<file path="src/rtl/vec_reader_pkg.sv">
//------------------------------------------------------------------------------
// Module   : vec_reader_pkg
// Brief    : Shared types and sizing helpers for the vector stream reader.
// Revision : 1.0 - initial release
//------------------------------------------------------------------------------
`default_nettype none

package vec_reader_pkg;

  // Sequencer states of the read-side replay engine.
  typedef enum logic [1:0] {
    IDLE   = 2'd0,
    STREAM = 2'd1,
    WRAP   = 2'd2,
    DRAIN  = 2'd3
  } rd_state_t;

  // Number of FIFO-width chunks making up one stored vector.
  function automatic int chunks_per_vec(input int vec_elements, input int bytes_per_read);
    return vec_elements / bytes_per_read;
  endfunction

  // Width of the chunk index counter (never narrower than one bit).
  function automatic int chunk_cnt_w(input int chunks);
    return (chunks > 1) ? $clog2(chunks) : 1;
  endfunction

  // Width of the replay counter and the replay-count input.
  function automatic int rep_cnt_w(input int max_reps);
    return $clog2(max_reps + 1);
  endfunction

endpackage

`default_nettype wire

</file>
<file path="src/rtl/vec_out_reg.sv">
//------------------------------------------------------------------------------
// Module   : vec_out_reg
// Brief    : One-entry valid/ready output register carrying a data chunk plus
//            its end-of-replay and end-of-pass markers. Holds its contents
//            stable while valid and not accepted downstream.
// Revision : 1.0 - initial release
//------------------------------------------------------------------------------
`default_nettype none

module vec_out_reg #(
  parameter int BYTES = 4
) (
  input  logic                  clk,
  input  logic                  rst_n,
  input  logic                  push,
  input  logic [BYTES-1:0][7:0] push_data,
  input  logic                  push_last,
  input  logic                  push_final,
  input  logic                  pop_ready,
  output logic [BYTES-1:0][7:0] out_data,
  output logic                  out_valid,
  output logic                  out_last,
  output logic                  out_final
);

  // Load a new chunk when pushed; otherwise empty once the consumer accepts.
  always_ff @(posedge clk or negedge rst_n) begin
    if (!rst_n) begin
      out_data  <= '0;
      out_valid <= 1'b0;
      out_last  <= 1'b0;
      out_final <= 1'b0;
    end else if (push) begin
      out_data  <= push_data;
      out_valid <= 1'b1;
      out_last  <= push_last;
      out_final <= push_final;
    end else if (pop_ready) begin
      out_valid <= 1'b0;
    end
  end

endmodule

`default_nettype wire

</file>
<file path="src/rtl/vec_stream_reader.sv">
//------------------------------------------------------------------------------
// Module   : vec_stream_reader
// Brief    : Drains one stored vector from the vector FIFO in FIFO-width
//            chunks and replays it a programmable number of times, using the
//            FIFO read-advance and rewind controls. Chunks leave on a
//            valid/ready stream with per-replay (last) and per-pass (final)
//            markers.
// Options  : VEC_READER_PERF_EN adds stall_cnt_out, a saturating count of
//            cycles with m_valid_out && !m_ready_in since the last start.
// Revision : 1.0 - initial release
//------------------------------------------------------------------------------
`default_nettype none

import vec_reader_pkg::*;

module vec_stream_reader #(
  parameter int VEC_ELEMENTS   = 16,
  parameter int BYTES_PER_READ = 4,
  parameter int MAX_REPS       = 256
) (
  input  logic                           clk_in,
  input  logic                           rst_n_in,
  input  logic                           start_in,
  input  logic [rep_cnt_w(MAX_REPS)-1:0] reps_in,
  input  logic                           vec_ready_in,
  input  logic [BYTES_PER_READ-1:0][7:0] fifo_rd_data_in,
  output logic                           fifo_rd_en_out,
  output logic                           fifo_wrap_rd_out,
  output logic [BYTES_PER_READ-1:0][7:0] m_data_out,
  output logic                           m_valid_out,
  input  logic                           m_ready_in,
  output logic                           m_last_out,
  output logic                           m_final_out,
`ifdef VEC_READER_PERF_EN
  output logic [31:0]                    stall_cnt_out,
`endif
  output logic                           busy_out,
  output logic                           done_out
);

  localparam int C  = chunks_per_vec(VEC_ELEMENTS, BYTES_PER_READ);
  localparam int CW = chunk_cnt_w(C);
  localparam int RW = rep_cnt_w(MAX_REPS);
  localparam logic [CW-1:0] LAST_CHUNK = CW'(C - 1);

  rd_state_t       state;
  rd_state_t       state_nxt;
  logic [CW-1:0]   chunk_cnt;
  logic [RW-1:0]   rep_cnt;
  logic [RW-1:0]   reps;
  logic            done_q;
  logic            load;
  logic            push;
  logic            is_last_chunk;
  logic            is_final_rep;
  logic            start_ok;
  logic            handshake;

  assign load          = !m_valid_out || m_ready_in;
  assign is_last_chunk = (chunk_cnt == LAST_CHUNK);
  assign is_final_rep  = (rep_cnt == (reps - RW'(1)));
  assign start_ok      = start_in && vec_ready_in;
  assign handshake     = m_valid_out && m_ready_in;
  assign busy_out      = (state != IDLE);
  assign done_out      = done_q;

  // State register.
  always_ff @(posedge clk_in or negedge rst_n_in) begin
    if (!rst_n_in) state <= IDLE;
    else           state <= state_nxt;
  end

  // Next-state and FIFO control; the read advances only when the output
  // register can take the chunk, so backpressure stalls the FIFO.
  always_comb begin
    state_nxt        = state;
    fifo_rd_en_out   = 1'b0;
    fifo_wrap_rd_out = 1'b0;
    push             = 1'b0;
    case (state)
      IDLE: begin
        if (start_ok && (reps_in != '0)) state_nxt = STREAM;
      end
      STREAM: begin
        if (load) begin
          fifo_rd_en_out = 1'b1;
          push           = 1'b1;
          if (is_last_chunk) state_nxt = is_final_rep ? DRAIN : WRAP;
        end
      end
      WRAP: begin
        fifo_wrap_rd_out = 1'b1;
        state_nxt        = STREAM;
      end
      DRAIN: begin
        if (handshake) state_nxt = IDLE;
      end
      default: state_nxt = IDLE;
    endcase
  end

  // Chunk/replay counters, latched replay count and the done pulse.
  always_ff @(posedge clk_in or negedge rst_n_in) begin
    if (!rst_n_in) begin
      chunk_cnt <= '0;
      rep_cnt   <= '0;
      reps      <= '0;
      done_q    <= 1'b0;
    end else begin
      // A zero-replay start completes immediately without touching the FIFO.
      done_q <= ((state == IDLE) && start_ok && (reps_in == '0)) ||
                ((state == DRAIN) && handshake);
      case (state)
        IDLE: begin
          if (start_ok && (reps_in != '0)) begin
            reps      <= reps_in;
            chunk_cnt <= '0;
            rep_cnt   <= '0;
          end
        end
        STREAM: begin
          if (load) chunk_cnt <= chunk_cnt + CW'(1);
        end
        WRAP: begin
          rep_cnt   <= rep_cnt + RW'(1);
          chunk_cnt <= '0;
        end
        default: ;
      endcase
    end
  end

  vec_out_reg #(
    .BYTES (BYTES_PER_READ)
  ) u_out_reg (
    .clk        (clk_in),
    .rst_n      (rst_n_in),
    .push       (push),
    .push_data  (fifo_rd_data_in),
    .push_last  (is_last_chunk),
    .push_final (is_last_chunk && is_final_rep),
    .pop_ready  (m_ready_in),
    .out_data   (m_data_out),
    .out_valid  (m_valid_out),
    .out_last   (m_last_out),
    .out_final  (m_final_out)
  );

`ifdef VEC_READER_PERF_EN
  logic [31:0] stall_cnt;
  assign stall_cnt_out = stall_cnt;

  // Saturating count of stalled output cycles, cleared on an accepted start.
  always_ff @(posedge clk_in or negedge rst_n_in) begin
    if (!rst_n_in) begin
      stall_cnt <= '0;
    end else if ((state == IDLE) && start_ok) begin
      stall_cnt <= '0;
    end else if (m_valid_out && !m_ready_in && (stall_cnt != 32'hFFFF_FFFF)) begin
      stall_cnt <= stall_cnt + 32'd1;
    end
  end
`endif

endmodule

`default_nettype wire

</file>
<file path="config.mk">
export PLATFORM = sky130hd
export DESIGN_NAME = vec_stream_reader
export DESIGN_NICKNAME = d
export VERILOG_FILES = /design/src/rtl/vec_reader_pkg.sv /design/src/rtl/vec_out_reg.sv /design/src/rtl/vec_stream_reader.sv
export SDC_FILE = /design/constraint.sdc
export NUM_CORES = 1
export LEC_CHECK = 0
export CAP_MARGIN = 20
export CORE_MARGIN = 2
export CORE_UTILIZATION = 41
export CTS_CLUSTER_DIAMETER = 50
export CTS_CLUSTER_SIZE = 28
export DETAILED_ROUTE_END_ITERATION = 12
export PLACE_DENSITY = 0.79
export SLEW_MARGIN = 20
export SYNTH_ARGS = -nofsm -noshare
export SYNTH_HDL_FRONTEND = slang
export SYNTH_SLANG_ARGS = --single-unit
</file>
<file path="constraint.sdc">
create_clock -name clk_in -period 1.84 [get_ports clk_in]
set_clock_uncertainty 0.05 [all_clocks]
set_input_delay 0.184 -clock clk_in [delete_from_list [all_inputs] [get_ports clk_in]]
set_output_delay 0.184 -clock clk_in [all_outputs]
set_load 0.01 [all_outputs]
</file>
==> metrics.txt, run 1 <==
row count 29; global-route wire length before repair 10400 um; most frequent cells in the layout clkdlybuf4s50_1 (80), dfrtp_1 (57), mux2_2 (38); endpoint type of the worst setup path register; maximum buffer depth of the clock tree 2; synth unique cells 39; Post-layout nets 388; Max IR drop VDD 0.9174 mV; R2R setup slack -0.06 ns; Reg clk slew, reported paths 0.07 ns; CTS Buf Count 9; most common cell after layout, fill and taps aside clkdlybuf4s50_1; Pwr Total 0.006760 W; Critical R2R Capture u_out_reg.out_final; drt drc 0; sequential cell area 1453 um^2; synthesis-stage register bit count 58; dpl cells 402; WL per Instance 14.40 um; worst hold slack 0.3510 ns; area delta synth->final 50.83%; Final Cycle Share 103.1%; post-synthesis sequential area ratio 55.00%; initial antenna violation count 0; Synth Instances 223; RSZ-0062 raised after global routing true; TritonCTS clock tree yes; H-tree depth 3; post-route insts no fill 421; share of layout cells above drive strength 1 28.20%; Post-synth ARST share 100.0%; Tightest Pin Transition 0.2895 ns; WL final 6063 um; crit-path max FO 4; I/O Pins 85; Iter 0 DRT Violations 60; startpoint types register; Power Density 1698 nW/um^2; Remaining Overflow, GRT 0; worst hold path type input port to asynchronous set/reset pin; f_max 0.5271 GHz; max_cap viols 0; GPL Wtd Cong 0.7992; DRT Pass-1 Iters 4; number of synthesized flops with an enable pin 0; port bufs 84; Routed Antenna Nets 0; Vias/cell 5.112; vias in the first global route 2170; Clock Latency Late Sink 0.32 ns; outcome complete, but fails checks; Rel. slew slack 80.56%; DIE HEIGHT 84.23 um; Slew Viols, Final 0; HPWL Detailed 4577 um; die width 84.23 um; die area 7094 um^2; # fillers 503; Clock Tree Root clkbuf_8; Tmin final 1.897 ns; failing checks negative setup slack; n_diodes 0; Critical Path RT 2.03 ns; ys flop type dfrtp_1; Pleak 1.707 nW; Avg Cell Area, Syn 11.83 um^2; core area 6277 um^2; depth of the worst register-to-register path 7; WP data arrival 2.09 ns; finished layout cell area 3980 um^2; endpoints failing setup 2; final core occ 63.40%; starting density of the core 42.04%; GRT Overall Usage 18.28%; area of the multi-input gates 1187 um^2; PnR worst setup slack -0.05718 ns; worst r2r src reps[0]; pin count of the biggest net entering global routing 59; Post-Syn Area 2639 um^2; routed via count 2152; Yosys warning total 0; total placed instance area 3765 um^2; critical path class register to register; final hold violation count 0; syn nets 272; clock sinks 58
sequential cells by signal (all words and copies together), names as in the netlist:
signal               flops
rep_cnt                  9
u_out_reg.out_valid      1
done_out                 1
reps                     9
u_out_reg.out_data      32
u_out_reg.out_last       1
chunk_cnt                2
state                    2
u_out_reg.out_final      1
critical path: stages (launching register included):
cell	delay, ns
dfrtp_1	0.40
inv_2	0.06
ha_4	0.16
xor2_1	0.18
xnor2_1	0.13
nand4_1	0.10
or4_4	0.56
o31ai_2	0.17
repair_timing:
action / 4_1_cts / 5_1_grt
hold buffers: 1 / 0
endpoints found under the hold margin: 58 / 0
setup endpoints to repair: 4 / 3
pin swaps: 3 / 2
resized for setup: 5 / 4
buffers inserted: 1 / 1
layout make-up:
type	count	area share, %
sequential	58	36.50
multi-input combinational	155	29.83
timing repair buffer	112	26.66
clock buffer	11	3.552
tap	77	2.421
clock inverter	5	0.7545
inverter	3	0.2829
worst max-delay path by stage:
stage,from,end,slack (ns)
detailed placement,reps[0],state[0],-0.12
global route,reps[0],u_out_reg.out_final,-0.17
CTS,reps[0],state[0],-0.07
floorplan,reps[1],state[0],-0.05
finish,reps[0],u_out_reg.out_final,-0.06
global placement,reps[0],state[0],-0.05
Yosys cell counts, drive strengths merged (2+ instances only):
| library cell | instances | area [um^2] |
|---|---|---|
| nand4 | 3 | 18.77 |
| or4 | 2 | 18.77 |
| xor2 | 5 | 43.79 |
| nor3 | 2 | 10.01 |
| a22o | 4 | 35.03 |
| a21oi | 2 | 10.01 |
| o31ai | 2 | 20.02 |
| inv | 2 | 7.510 |
| nor2 | 9 | 33.78 |
| clkbuf | 6 | 22.52 |
| ha | 3 | 37.54 |
| nand2b | 4 | 25.02 |
| nand2 | 24 | 90.09 |
| nor4 | 5 | 31.28 |
| xnor2 | 6 | 52.55 |
| and3 | 2 | 12.51 |
| nand3 | 6 | 30.03 |
| dfrtp | 58 | 1451 |
| nor2b | 3 | 18.77 |
| mux2 | 38 | 427.9 |
| or3 | 2 | 17.52 |
| o21ai | 19 | 95.09 |
| a31oi | 3 | 18.77 |
routing by layer:
metal | wire length, um | vias up | global-route usage [%] | part of all wire, %
li1 | - | 1032 | - | -
met1 | 2773 | 1035 | 24.12 | 46
met2 | 2825 | 79 | 29.22 | 47
met3 | 420 | 6 | 5.703 | 6.9
met4 | 43 | 0 | 5.279 | 0.71
met5 | 0 | - | 0 | 0
cells by family after synthesis:
logic type | share of synthesized area [%]
buffers and inverters | 1.565
multiplexers | 16.60
adder cells (fa/ha/maj) | 1.423
XOR/XNOR | 3.651
AND/OR/NAND/NOR | 13.28
flip-flops | 55.00
AO/OA/AOI/OAI | 8.488
metrics by stage:
stage                     setup slack [ns]  TNS (ns)
after global routing               -0.1718   -0.3416
after floorplan                   -0.04942  -0.08006
after detailed placement           -0.1171   -0.4368
after global placement            -0.04676   -0.1026
final                             -0.05718   -0.1113
after CTS                         -0.07055   -0.1321
power by group:
group          internal, W  leakage, nW  switching, W
clock             0.000517       0.0851      0.000474
sequential         0.00189        0.703      0.000444
combinational      0.00204        0.919       0.00139
No activity file was read; power rests on OpenSTA's default activity.
==> inputs of run 2 (changes only) <==
Settings changed: ABC_CLOCK_PERIOD_IN_PS set to 1840.
==> results of run 2 <==
Final layout, timing and power as in run 1 (identical DEF).
==> inputs of run 3 (changes only) <==
Settings changed: SETUP_SLACK_MARGIN set to 0.05.
==> run 3 against run 2 <==
Compared with the run above: the flow still finishes with violations (negative setup slack); via count grew 0.33%; utilization grew 2.4 points; clock-buffer cell count grew 1; power grew 11%; final area grew 3.7%; sequential cell count is the same; setup slack lost 0.098 ns; non-clock buffer count grew 2.
==> metrics.txt, run 3 (same netlist as run 1, synthesis figures left out) <==
area of the multi-input gates 1207 um^2 (was 1187 um^2); initial antenna violation count 0 (unchanged); Critical R2R Capture u_out_reg.out_final (unchanged); Power Density 1817 nW/um^2 (was 1698 nW/um^2); drt drc 0 (unchanged); WL per Instance 14.91 um (was 14.40 um); largest registers u_out_reg.out_data: 32 flops, rep_cnt: 9 flops, reps: 9 flops (unchanged); HPWL Detailed 4612 um (was 4577 um); share of layout cells above drive strength 1 29.19% (was 28.20%); critical path class register to register (unchanged); max_cap viols 0 (unchanged); maximum buffer depth of the clock tree 2 (unchanged); TritonCTS clock tree yes (unchanged); Rel. slew slack 77.25% (was 80.56%); Clock Tree Root clkbuf_8 (unchanged); n_diodes 0 (unchanged); Sw Pwr 0.002386 W (was 0.002308 W); most common cell after layout, fill and taps aside clkdlybuf4s50_1 (unchanged); Tmin final 1.996 ns (was 1.897 ns); CTS Buf Count 9 (unchanged); crit-path max FO 3 (was 4); f_max 0.5011 GHz (was 0.5271 GHz); Combinational Power Share 47.2% (was 50.7%); core area 6277 um^2 (unchanged); routed via count 2159 (was 2152); final core occ 65.76% (was 63.40%); Biggest register u_out_reg.out_data (unchanged); I/O Pins 85 (unchanged); vias in the first global route 2204 (was 2170); endpoint type of the worst setup path register (unchanged); # fillers 470 (was 503); Pleak 1.767 nW (was 1.707 nW); depth of the worst register-to-register path 7 (unchanged); Net Sw Frac 31.81% (was 34.15%); share of power burned in registers 30.9% (was 34.6%); total placed instance area 3787 um^2 (was 3765 um^2); Max IR drop VDD 0.9211 mV (was 0.9174 mV); Tightest Pin Transition 0.3413 ns (was 0.2895 ns); startpoint types register (unchanged); Slew Viols, Final 0 (unchanged); clock sinks 58 (unchanged); global-route wire length before repair 10440 um (was 10400 um); worst r2r src reps[0] (unchanged); Int Pwr 0.005115 W (was 0.004451 W); Clk network pwr share 21.9% (was 14.7%); Iter 0 DRT Violations 106 (was 60); Remaining Overflow, GRT 0 (unchanged); Routed Antenna Nets 0 (unchanged); failing checks negative setup slack (unchanged); setup_tns -0.4128 ns (was -0.1113 ns); GRT Overall Usage 18.73% (was 18.28%); Reg clk slew, reported paths 0.06 ns (was 0.07 ns); finished layout cell area 4128 um^2 (was 3980 um^2); DRT Pass-1 Iters 4 (unchanged); die width 84.23 um (unchanged); Pwr Total 0.007501 W (was 0.006760 W); Clock Latency Late Sink 0.33 ns (was 0.32 ns); pin count of the biggest net entering global routing 59 (unchanged); final hold violation count 0 (unchanged); GPL Wtd Cong 0.8038 (was 0.7992); row count 29 (unchanged); Final Cycle Share 108.5% (was 103.1%); R2R setup slack -0.16 ns (was -0.06 ns); starting density of the core 42.04% (unchanged); most frequent cells in the layout clkdlybuf4s50_1 (82), dfrtp_1 (58), mux2_2 (38) (was clkdlybuf4s50_1 (80), dfrtp_1 (57), mux2_2 (38)); outcome complete, but fails checks (unchanged); sequential cell area 1451 um^2 (was 1453 um^2); Post-layout nets 390 (was 388); PnR worst setup slack -0.1556 ns (was -0.05718 ns); Vias/cell 5.104 (was 5.112); die area 7094 um^2 (unchanged); worst hold slack 0.3431 ns (was 0.3510 ns); Critical Path RT 2.04 ns (was 2.03 ns); area delta synth->final 56.42% (was 50.83%); WL final 6307 um (was 6063 um); DIE HEIGHT 84.23 um (unchanged); max reg flops 32 (unchanged); port bufs 84 (unchanged); H-tree depth 3 (unchanged); worst hold path type input port to asynchronous set/reset pin (unchanged); RSZ-0062 raised after global routing true (unchanged); WP data arrival 2.19 ns (was 2.09 ns); endpoints failing setup 4 (was 2)
==> run 3: layout make-up <==
class                           count  area share, %
Sequential cell                    58          35.16
Clock buffer                       12          4.001
Timing Repair Buffer              114          26.04
Clock inverter                      4          2.910
Tap cell                           77          2.334
Multi-Input combinational cell    155          29.25
Inverter                            3         0.3031
==> run 3: worst max path at each step <==
stage,from,to,slack (ns),depth (start not counted)
3_5_place_dp,reps[0],state[0],-0.13,7
5_1_grt,reps[1],u_out_reg.out_final,-0.23,7
6_report,reps[0],u_out_reg.out_final,-0.16,7
3_3_place_gp,reps[0],state[0],-0.05,7
2_1_floorplan,reps[1],state[0],-0.05,5
4_1_cts,reps[1],u_out_reg.out_final,-0.14,7
==> run 3: power by group through the flow <==
| stage | Clock, W | Sequential, W | Combinational [W] |
|---|---|---|---|
| floorplan | 0 | 0.00249 | 0.00166 |
| global placement | 0 | 0.00231 | 0.00330 |
| detailed placement | 0 | 0.00235 | 0.00341 |
| CTS | 0.00167 | 0.00232 | 0.00355 |
| global route | 0.00175 | 0.00241 | 0.00382 |
| finish | 0.00164 | 0.00232 | 0.00354 |
==> run 3: what timing repair did <==
item / 4_1_cts / 5_1_grt
hold buffers: 1 / 0
buffers inserted: 1 / 0
endpoints found under the setup margin: 5 / 8
hold endpoints to repair: 58 / 0
pin swaps: 4 / 3
gates resized for setup: 7 / 1
gates cloned: 0 / 0
==> run 3: per-layer routing <==
layer / GRT usage (%) / up-vias / share of wire [%]
li1: - / 1040 / -
met1: 23.16 / 1018 / 42
met2: 30.66 / 87 / 48
met3: 4.720 / 14 / 7.1
met4: 9.091 / 0 / 2.6
met5: 0 / - / 0
==> run 3: worst max-delay path: stages, from the launching register on <==
cell	delay [ns]
dfrtp_1	0.40
inv_2	0.08
ha_4	0.17
xor2_2	0.17
xnor2_1	0.16
nand4_1	0.12
or4_4	0.58
o31ai_2	0.18
==> run 3: through the flow <==
stage               instances  setup WS [ns]
finish                    423        -0.1556
global route              423        -0.2326
CTS                       423        -0.1379
detailed placement        405        -0.1345
global placement          405       -0.05374
floorplan                 223       -0.04942
